$ cat config.mk
export PLATFORM = sky130hd
export DESIGN_NAME = fixed_p_std_sdiv_pipe
export DESIGN_NICKNAME = d
export VERILOG_FILES = /design/src/rtl/fixed_p_div_pkg.sv /design/src/rtl/fixed_p_std_udiv_core.sv /design/src/rtl/fixed_p_std_sdiv_pipe.sv
export SDC_FILE = /design/constraint.sdc
export NUM_CORES = 1
export LEC_CHECK = 0
export BUFFER_PORTS_ARGS = -buffer_cell sky130_fd_sc_hd__buf_4
export CAP_MARGIN = 20
export CORE_ASPECT_RATIO = 1.1
export CORE_MARGIN = 2
export CORE_UTILIZATION = 62
export DETAILED_ROUTE_END_ITERATION = 12
export GPL_TIMING_DRIVEN = 0
export PLACE_DENSITY = 0.82
export SETUP_SLACK_MARGIN = 0.3
export SYNTH_ARGS = -nofsm -noshare
export SYNTH_HDL_FRONTEND = slang
export SYNTH_HIERARCHICAL = 1
export SYNTH_SLANG_ARGS = --single-unit
$ cat constraint.sdc
create_clock -name clk -period 3.3 [get_ports clk]
set_clock_uncertainty 0.15 [all_clocks]
set_input_delay 0.165 -clock clk [delete_from_list [all_inputs] [get_ports clk]]
set_output_delay 0.165 -clock clk [all_outputs]
set_load 0.05 [all_outputs]
$ cat src/rtl/fixed_p_div_pkg.sv
// Shared types and helpers for the signed fixed-point sequential divider.
// Holds the controller state encoding and a sign-extended absolute value.
package fixed_p_div_pkg;

  typedef enum logic [1:0] {
    IDLE,
    RUN,
    FINISH
  } state_t;

  // Helpers work on a wide sign-extended value; callers keep the low bits.
  localparam int ABS_W = 128;

  // Magnitude as unsigned, so the most-negative input maps to 2^(w-1).
  function automatic logic [ABS_W-1:0] abs_u(
    input logic signed [ABS_W-1:0] v
  );
    logic [ABS_W-1:0] u;
    u = v;
    return v[ABS_W-1] ? (~u + ABS_W'(1)) : u;
  endfunction

endpackage

$ cat src/rtl/fixed_p_std_udiv_core.sv
// Unsigned restoring divider, one quotient bit per cycle, MSB first.
// Ports: start loads dividend/divisor; busy while iterating; finish on last bit.
module fixed_p_std_udiv_core #(
  parameter int WIDTH = 32,
  parameter int N     = 56
) (
  input  logic             clk,
  input  logic             reset,
  input  logic             start,
  input  logic [N-1:0]     dividend,
  input  logic [WIDTH-1:0] divisor,
  output logic             busy,
  output logic             finish,
  output logic [N-1:0]     quotient
);

  localparam int CW = $clog2(N);

  logic             busy_q, busy_d;
  logic [CW-1:0]    cnt_q, cnt_d;
  logic [WIDTH:0]   r_q, r_d;
  logic [N-1:0]     q_q, q_d;
  logic [N-1:0]     d_q, d_d;
  logic [WIDTH-1:0] m_q, m_d;

  logic [WIDTH:0]   r_sh;
  logic [WIDTH:0]   r_sub;
  logic             ge;

  // The remainder stays below the divisor, so its top bit is never shifted.
  logic unused_r;
  assign unused_r = r_q[WIDTH];

  assign r_sh  = {r_q[WIDTH-1:0], d_q[N-1]};
  assign r_sub = r_sh - {1'b0, m_q};
  assign ge    = (r_sh >= {1'b0, m_q});

  always_comb begin
    busy_d = busy_q;
    cnt_d  = cnt_q;
    r_d    = r_q;
    q_d    = q_q;
    d_d    = d_q;
    m_d    = m_q;
    if (start) begin
      busy_d = 1'b1;
      cnt_d  = CW'(N - 1);
      r_d    = '0;
      q_d    = '0;
      d_d    = dividend;
      m_d    = divisor;
    end else if (busy_q) begin
      r_d = ge ? r_sub : r_sh;
      q_d = {q_q[N-2:0], ge};
      d_d = {d_q[N-2:0], 1'b0};
      if (cnt_q == '0) busy_d = 1'b0;
      else             cnt_d  = cnt_q - 1'b1;
    end
  end

  always_ff @(posedge clk) begin
    if (reset) begin
      busy_q <= 1'b0;
      cnt_q  <= '0;
      r_q    <= '0;
      q_q    <= '0;
      d_q    <= '0;
      m_q    <= '0;
    end else begin
      busy_q <= busy_d;
      cnt_q  <= cnt_d;
      r_q    <= r_d;
      q_q    <= q_d;
      d_q    <= d_d;
      m_q    <= m_d;
    end
  end

  assign busy     = busy_q;
  assign finish   = busy_q && (cnt_q == '0);
  assign quotient = q_q;

endmodule

$ cat src/rtl/fixed_p_std_sdiv_pipe.sv
// Sequential signed fixed-point divider with go/done handshake.
// Ports: go/left/right start an op; out holds the quotient; done pulses once.
module fixed_p_std_sdiv_pipe
  import fixed_p_div_pkg::*;
#(
  parameter int WIDTH       = 32,
  parameter int INT_WIDTH   = 8,
  parameter int FRACT_WIDTH = 24
) (
  input  logic             clk,
  input  logic             reset,
  input  logic             go,
  input  logic [WIDTH-1:0] left,
  input  logic [WIDTH-1:0] right,
  output logic [WIDTH-1:0] out,
  output logic             done
);

  localparam int N = WIDTH + FRACT_WIDTH;

  if (WIDTH != INT_WIDTH + FRACT_WIDTH || WIDTH >= ABS_W) begin : g_bad_cfg
    $error("fixed_p_std_sdiv_pipe: bad WIDTH/INT_WIDTH/FRACT_WIDTH");
  end

  state_t           state_q, state_d;
  logic             neg_q, neg_d;
  logic             dz_q, dz_d;
  logic [WIDTH-1:0] out_q, out_d;
  logic             done_q, done_d;

  logic [ABS_W-1:0] l_abs, r_abs;
  logic [WIDTH-1:0] mag_l, mag_r;
  logic [N-1:0]     quo;
  logic [WIDTH-1:0] q;
  logic             start;
  logic             core_busy;
  logic             core_fin;

  assign l_abs = abs_u(ABS_W'(signed'(left)));
  assign r_abs = abs_u(ABS_W'(signed'(right)));
  assign mag_l = l_abs[WIDTH-1:0];
  assign mag_r = r_abs[WIDTH-1:0];
  assign start = (state_q == IDLE) && go;

  // Overflowing quotients wrap: only the low WIDTH bits are kept.
  assign q = quo[WIDTH-1:0];

  logic unused_ok;
  assign unused_ok = ^{l_abs[ABS_W-1:WIDTH], r_abs[ABS_W-1:WIDTH],
                       quo[N-1:WIDTH], core_busy};

  fixed_p_std_udiv_core #(
    .WIDTH(WIDTH),
    .N    (N)
  ) u_core (
    .clk     (clk),
    .reset   (reset),
    .start   (start),
    .dividend({mag_l, {FRACT_WIDTH{1'b0}}}),
    .divisor (mag_r),
    .busy    (core_busy),
    .finish  (core_fin),
    .quotient(quo)
  );

  always_comb begin
    state_d = state_q;
    neg_d   = neg_q;
    dz_d    = dz_q;
    out_d   = out_q;
    done_d  = 1'b0;
    unique case (state_q)
      IDLE: begin
        if (go) begin
          state_d = RUN;
          neg_d   = left[WIDTH-1] ^ right[WIDTH-1];
          dz_d    = (right == '0);
        end
      end
      RUN: begin
        if (core_fin) state_d = FINISH;
      end
      FINISH: begin
        out_d   = dz_q ? '0 : (neg_q ? -q : q);
        done_d  = 1'b1;
        state_d = IDLE;
      end
      default: state_d = IDLE;
    endcase
  end

  always_ff @(posedge clk) begin
    if (reset) begin
      state_q <= IDLE;
      neg_q   <= 1'b0;
      dz_q    <= 1'b0;
      out_q   <= '0;
      done_q  <= 1'b0;
    end else begin
      state_q <= state_d;
      neg_q   <= neg_d;
      dz_q    <= dz_d;
      out_q   <= out_d;
      done_q  <= done_d;
    end
  end

  assign out  = out_q;
  assign done = done_q;

endmodule

Yosys cells after proc, flatten, opt, wreduce, memory -nomap -nowiden

Index checks and enable logic that the tools add are counted.

Register bits: 172
Bits of input ports: 67
Output and inout port bits: 33
Word-level logic and storage cells: 55

$add $sub $neg: 5
Magnitude comparators: 1
Eq/ne operators: 5
Multiplexer cells: 17
Bitwise logic cells: 4
Reductions and logical operators: 11

Operators with widths:

| kind                  | count |
|---|---|
| $mux 32               | 5 |
| $mux 56               | 2 |
| $add 32x1->32 const B | 2 |
| $not 32->32           | 2 |
| $ge 33x32->1          | 1 |
| $logic_not 32->1      | 1 |
| $neg 32->32           | 1 |
| $sub 32x32->32        | 1 |
| $mux 6                | 3 |
| $reduce_and 2->1      | 4 |
| $logic_not 6->1       | 1 |
| $ne 2x2->1 const B    | 3 |
| $sub 6x1->6 const B   | 1 |
| $mux 1                | 4 |
| $mux 2                | 2 |
| $pmux 2 s2            | 1 |
| $eq 2x1->1 const B    | 1 |
| $eq 2x2->1 const B    | 1 |
| $logic_and 1x1->1     | 2 |
| $logic_not 2->1       | 1 |
| $reduce_bool 2->1     | 1 |
| $reduce_or 2->1       | 1 |
| $not 1->1             | 1 |
| $xor 1x1->1           | 1 |

Longest topological paths before layout

Gate-level depths: netlist of run 1.

Word-level depth: 4
Gate-level depth with buffers: 12
Mapped depth without buffers: 11

Hierarchy

Netlist of run 1, hierarchy kept.

By module, submodules not included:

| module                | instances | cells each | area an instance (um^2) | seq. area each (um^2) |
|---|---|---|---|---|
| fixed_p_std_udiv_core | 1         | 1,097      | 9,256.4                 | 3,663.5 |
| fixed_p_std_sdiv_pipe | 1         | 415        | 3,176.8                 | 740.7 |

Worst setup path before layout of run 1

OpenSTA, ideal clock, no wires.

Path type: register to register
From: reg u_core.d_q[55]
To: reg u_core.r_q[20]
Library setup time: 88 ps
Data arrival time: 2,319 ps
Required time: 3,062 ps
Setup slack: 743 ps
Cell stages (with the launch flop): 12
Path buffers: 0
Clock period less this slack: 2,557 ps
Path through: dfxtp_1 inv_1 ha_1 fa_1 nand2b_1 a21o_1 and2_1 o31ai_1 a21oi_1 xnor2_1 nand2_1 a311oi_2

Cells in the longest elaborated chain, start to end: 2
Elaborated cells between the ends (all ways): 3
Classes of those cells: 1 x add/sub; 1 x order compare; 1 x mux

RTL lines:

| what                                                  | RTL line                                                 | RTL |
|---|---|---|
| start: declaration                                    | fixed_p_std_udiv_core.sv:23                              | `logic [N-1:0] d_q, d_d;` |
| start signal: assignment                              | fixed_p_std_udiv_core.sv:67                              | `d_q <= '0;` |
| start signal: assignment                              | fixed_p_std_udiv_core.sv:74                              | `d_q <= d_d;` |
| $sub 32x32->32 / $ge 33x32->1 (equally long branches) | fixed_p_std_udiv_core.sv:35, fixed_p_std_udiv_core.sv:36 |  |
| $mux 32 (*)                                           | fixed_p_std_udiv_core.sv:53                              | `r_d = ge ? r_sub : r_sh;` |
| end signal: assignment                                | fixed_p_std_udiv_core.sv:72                              | `r_q <= r_d;` |
| end: declaration                                      | fixed_p_std_udiv_core.sv:21                              | `logic [WIDTH:0] r_q, r_d;` |

Every way passes the cells marked *; elsewhere a longest branch is shown, timed or not.
A chain may end at the register's enable or synchronous reset.

Worst setup path in the final report of run 1

From: reg u_core.busy_q, in the netlist u_core/busy
To: reg u_core.r_q[11]

RTL lines:

| what                     | RTL line                    | RTL |
|---|---|---|
| start: declaration       | fixed_p_std_udiv_core.sv:19 | `logic busy_q, busy_d;` |
| start signal: assignment | fixed_p_std_udiv_core.sv:70 | `busy_q <= busy_d;` |

No word-level cell between the ends.

==> summary.txt, run 1 <==
Detailed routing
  – Drt first-iter violations: about 860
  – Routed len/inst: 16.7 um
  – # DRC: 0
  – Drt first pass iters: 7
  – Drt via density: 5.89
  – Final WL: 31700 um
  – Post-DRT Antenna Nets: 0
  – DR vias: 11179

Place
  – GP Congestion: around 0.96
  – Dpl cells: 1800
  – Port Buffers: 97
  – Dpl cell area: between 10000 and 15000 um2
  – Post-DP HPWL: 21900 um

Power
  – VDD IR-drop max: 0.404 mV
  – Flop pwr share: a little under two fifths
  – Power Total: 6920 uW
  – PD cells: 494 nW/um2
  – Combinational share of power: 33.3%
  – Clk network pwr share: just under 30%
  – Power Internal: 4440 uW
  – Leakage power: 0.00558 uW
  – Sw Pwr: about 2500 uW
  – Switch share: 35.7%

Critical path
  – Ordered list of cells on the worst path: clkbuf_1 > buf_1 > clkbuf_1 > a311oi_2
  – CP peak stage delay: 0.78 ns
  – Crit path max fanout: 10
  – Type of the worst setup path: flip-flop to flip-flop
  – CP max stage cell: buf_1
  – CP required: 3.43 ns
  – Critical path arrival: roughly 3.1 ns
  – Crit. End Element: flip-flop
  – CP most frequent cell: clkbuf_1
  – CP Launch Type: flip-flop

Synthesis
  – Number of warnings issued by yosys: 6
  – Avg Inst Size Synth: between 8 and 9 um2
  – Cell Area, Synth: 11600 um2
  – Post-synthesis cell count: 1437

Outcome
  – Outcome: finished clean

Timing
  – Final Setup Violations: 0
  – Worst slew margin: 37.3%
  – Final Max Tran Viols: 0
  – Final hold vios: 0
  – Crit share post-route: 90.1%
  – Setup_tns: 0 ns
  – Minimum clock period: a little under 3 ns
  – Achievable frequency: 0.336 GHz
  – Slew @ Worst Pin: 0.940 ns
  – Unrepaired setup endpoints after global routing: yes

Final layout
  – ANT cells: 0
  – Final #Nets: 1747
  – Layout cells sized above 1: 11.4%
  – Finished Layout Cells: around 1900
  – Final instance area: between 10000 and 15000 um2
  – Area grow syn2layout: 20.7%
  – Filler cell count: 1301
  – Final Util: 76.1%

Clocking
  – Root Buffer: clkbuf_16
  – Skew-Pair Late Insertion Delay: 0.45 ns
  – Clk pin slew, worst setup/hold paths: approximately 0.070 ns
  – Num CTS Buffers: 17
  – CTS tree: yes
  – Clock tree buffer depth: 2
  – Clk sink count: 196
  – CTS H-Tree Depth: 4

Floorplanning
  – # rows: 52
  – Chip width: 134 um
  – Initial Util: between 60 and 70%
  – Die Height: 148 um
  – Die area: 19800 um2
  – # IOs: 100
  – Core area: 18400 um2

Global routing
  – Global-route wire length before repair: about 52000 um
  – Largest net degree at the start of global routing: 20
  – Vias in the first global route: between 10000 and 15000
  – All-Layer GR Usage: 31.9%
  – Gr ovfl total: 0
  – Initial antenna violation count: 0

Run
  – Number of max-cap violations: 0

Min path
  – Hold WC Path Type: input pin to flip-flop
power by group through the flow:
stage	clock [uW]	sequential, uW	combinational [uW]
after floorplan	0	2600	1570
after global placement	0	2620	2030
after detailed placement	0	2620	2060
after CTS	2070	2570	2150
after global routing	2170	2590	2480
final	2050	2570	2300
layer usage:
layer	vias up	global-route usage, %	part of all wire, %
li1	5414	-	-
met1	5225	38.9	41
met2	431	54.8	49
met3	109	5.21	5.7
met4	0	15.2	4.0
met5	-	0	0
cell usage in the layout (no fill, tap or decap), types with 24 or more instances in the layout:
master	count
o31ai_1	27
a21oi_1	94
dlygate4sd3_1	61
buf_4	104
nor2_1	231
dfxtp_1	195
conb_1	24
nand2_1	136
o21ai_0	90
xnor2_1	81
xor2_1	35
clkbuf_1	58
inv_1	53
ha_1	36
mux2i_1	119
flip-flops by register name (all words and copies together) (netlist names), 2 cells and up:
| register | flops |
|---|---|
| u_core/d_q | 56 |
| state_q | 2 |
| u_core/cnt_q | 6 |
| out | 32 |
| u_core/m_q | 32 |
| u_core/quotient | 32 |
| u_core/r_q | 32 |
worst max-delay path, delay by kind of cell, from the launching register on:
kind / cells / cell delay, ns
buffers and inverters: 3 / 2.09
DFF: 1 / 0.36
AOI/OAI and AO/OA: 1 / 0.20
layout make-up:
cell class	instances	area [um2]	share of cell area, %
Multi-Input combinational cell	1130	7300	52.1
Tap cell	243	304	2.17
Clock inverter	13	136	0.973
Timing Repair Buffer	163	1380	9.82
Buffer	80	328	2.34
Inverter	54	203	1.45
Sequential cell	196	3930	28.0
Clock buffer	19	443	3.16
final timing paths:
check              start             end  slack (ns)  cells past startpoint
max reg2reg  u_core/busy  u_core/r_q[11]        0.33                      4
min            right[10]  u_core/m_q[10]        0.04                      4
max          u_core/busy  u_core/r_q[11]        0.33                      4
min reg2reg      out[28]         out[28]        0.31                      2
metrics by stage:
step	hold WS [ns]	setup WS, ns
5_1_grt	0.0450	0.283
3_3_place_gp	0.286	0.190
4_1_cts	0.00499	0.311
6_report	0.0362	0.327
3_5_place_dp	0.296	0.198
2_1_floorplan	0.158	0.743
timing repair:
action	in CTS	in global routing
setup buffers	0	5
hold buffers	61	0
endpoints found under the hold margin	61	0
gates resized for setup	2	13
pin swaps	0	6
setup endpoints to repair	4	26
Note: power is estimated with default switching activity, not from simulation.
==> inputs of run 2 (changes only) <==
--- a/config.mk
+++ b/config.mk
@@ -5,6 +5,7 @@
 export SDC_FILE = /design/constraint.sdc
 export NUM_CORES = 1
 export LEC_CHECK = 0
+export ABC_AREA = 1
 export BUFFER_PORTS_ARGS = -buffer_cell sky130_fd_sc_hd__buf_4
 export CAP_MARGIN = 20
 export CORE_ASPECT_RATIO = 1.1
==> run 2 against run 1 <==
Compared with the run above:
- utilization shrank 3.9 points
- cell count grew 31%
- setup slack gained 0.25 ns
- fmax grew 9.3%
- critical path depth grew 9
- area after synthesis grew 12%
- power shrank 13%
- sequential power is essentially flat
- sequential share of layout area shrank 1.6 points
- combinational power shrank 42%
- first-iteration DRC count grew 49%
==> summary.txt, run 2 <==
Outcome
  – Outcome: finished clean

Floorplanning
  – Core area: 20600 um2
  – # rows: 55
  – Die area: 22200 um2
  – Die Height: between 150 and 200 um
  – # IOs: 100
  – Chip width: between 100 and 150 um
  – Initial Util: 63.3%

Timing
  – Unrepaired setup endpoints after global routing: no
  – Crit share post-route: 82.4%
  – Final Max Tran Viols: 0
  – Achievable frequency: 0.368 GHz
  – Final Setup Violations: 0
  – Slew @ Worst Pin: 0.652 ns
  – Worst slew margin: between 50 and 60%
  – Post-route setup slack: around 0.58 ns
  – Final hold vios: 0
  – Setup_tns: 0 ns
  – Minimum clock period: 2.72 ns

Clocking
  – Hold-fix buffers, CTS: 9
  – Clock tree buffer depth: 2
  – CTS tree: yes
  – Num CTS Buffers: 17
  – Skew-Pair Late Insertion Delay: 0.43 ns
  – Clk pin slew, worst setup/hold paths: 0.07 ns
  – Resized cells post-CTS: 0
  – Clk sink count: 196
  – CTS H-Tree Depth: 4
  – Root Buffer: clkbuf_16
  – Post CTS Setup Buffer Count: 0

Place
  – Pre-CTS WS: 0.684 ns
  – Port Buffers: 98
  – GP Congestion: 0.949
  – Post-DP HPWL: 29000 um

Critical path
  – RR Startpoint: u_core/m_q[31]
  – Flop-to-flop setup slack: 0.58 ns
  – Worst R2R End: u_core/r_q[2]
  – Crit path max fanout: 10
  – Ordered list of cells on the worst path: inv_1 > ha_1 > inv_1 > nor2_1 > nand2_1 > nor4_2 > nand2_2 > buf_6 > buf_6 > nand4_1 > nand3_1 > nand2_1 > inv_1
  – CP peak stage delay: 0.35 ns
  – CP required: 3.48 ns
  – CP max stage cell: nor4_2
  – R2r worst-path depth: 13
  – CP most frequent cell: inv_1
  – Crit. End Element: flip-flop
  – Type of the worst setup path: flip-flop to flip-flop
  – CP Launch Type: flip-flop
  – Critical path arrival: a little under 3 ns

Global routing
  – Largest net degree at the start of global routing: 20
  – All-Layer GR Usage: 33.5%
  – Global-route wire length before repair: about 60000 um
  – Initial antenna violation count: 0
  – Vias in the first global route: 12785
  – Gr ovfl total: 0

Final layout
  – Max FFs per register: 56
  – Final #Nets: about 2300
  – ANT cells: 0
  – Most common cell after layout, fill and taps aside: nand2_1
  – Largest Register: u_core/d_q
  – Filler cell count: ~1800
  – Area grow syn2layout: 14.1%
  – Layout cells sized above 1: between 10% and 20%
  – Commonest non-fill, non-tap cells in the layout: 550 x nand2_1, 258 x inv_1, 226 x nor2_1, 196 x dfxtp_1, 133 x nand3_1
  – Final Util: 72.2%

Detailed routing
  – Final WL: 37100 um
  – DR vias: ~14000
  – Post-DRT Antenna Nets: 0
  – Drt first pass iters: 6
  – Routed len/inst: 14.9 um
  – Drt first-iter violations: approximately 1300
  – # DRC: 0
  – Drt via density: around 5.6

Power
  – VDD IR-drop max: about 0.36 mV
  – PD cells: 404 nW/um2
  – Leakage power: 0.00717 uW

Synthesis
  – Avg Inst Size Synth: 6.29 um2
  – Cell Area, Synth: 13000 um2
  – Number of warnings issued by yosys: 6
  – Post-synthesis cell count: 2072

Min path
  – Hold Path Origin: right[6]
  – Hold WC Path Type: input pin to flip-flop
  – Hold EP: u_core/m_q[6]
  – Hold path cells: 4

Run
  – Number of max-cap violations: 0
-- run 2: cell count changes in the layout (fill, tap and decap cells not counted), moves of 19 or more --
| cell | previous run | this run |
|---|---|---|
| dlygate4sd3_1 | 61 | 9 |
| o221ai_1 | 0 | 52 |
| a21oi_1 | 94 | 131 |
| mux2i_1 | 119 | 0 |
| nor2_2 | 0 | 19 |
| xnor2_1 | 81 | 16 |
| nand2_1 | 136 | 550 |
| o31ai_1 | 27 | 0 |
| nor3_1 | 19 | 65 |
| nand4_1 | 8 | 45 |
| inv_1 | 53 | 258 |
| nand3_1 | 21 | 133 |
-- run 2: report_power, final --
part	internal, uW	total, uW	switching, uW
Combinational	434	1340	910
Clock	1100	2090	989
Sequential	2500	2580	71.9
-- run 2: worst max path at each step --
stage | startpoint | to | cells after the start | slack (ns)
2_1_floorplan | u_core/d_q[55] | u_core/r_q[22] | 17 | 1.16
3_3_place_gp | u_core/m_q[31] | u_core/r_q[1] | 13 | 0.73
3_5_place_dp | u_core/m_q[31] | u_core/r_q[2] | 13 | 0.68
4_1_cts | u_core/m_q[31] | u_core/r_q[2] | 13 | 0.64
5_1_grt | u_core/m_q[23] | u_core/r_q[18] | 16 | 0.45
6_report | u_core/m_q[31] | u_core/r_q[2] | 13 | 0.58
-- run 2: worst max-delay path: cells and delay by family (launching register included) --
kind	cells	cell delay [ns]
AND/OR/NAND/NOR	7	1.30
buffers and inverters	5	0.53
adder cells (fa/ha/maj)	1	0.32
flip-flops	1	0.31
-- run 2: stage by stage --
step           hold WS, ns  std cells  total power [uW]  cell area, um2
2_1_floorplan        0.150       2095              3530           13100
3_3_place_gp         0.277       2449              3880           14200
3_5_place_dp         0.279       2449              3920           14200
4_1_cts             0.0103       2490              5990           14900
5_1_grt             0.0170       2490              6290           14900
6_report            0.0202       2490              6010           14900
-- run 2: final cells by class --
cell class / instances / area (um2) / area share [%]
Clock buffer: 19 / 443 / 2.98
Timing Repair Buffer: 107 / 826 / 5.56
Buffer: 99 / 447 / 3.00
Multi-Input combinational cell: 1526 / 7720 / 51.9
Inverter: 274 / 1030 / 6.92
Clock inverter: 13 / 158 / 1.06
Sequential cell: 196 / 3920 / 26.4
Tap cell: 256 / 320 / 2.15
-- run 2: layer usage --
metal  GRT usage (%)  vias up  wire (um)  part of all wire [%]
li1                -     6959          -                     -
met1            44.5     6356      16300                    44
met2            57.4      507      17800                    48
met4            10.2        0        771                   2.1
met5               0        -          0                     0
met3            3.47       67       2270                   6.1
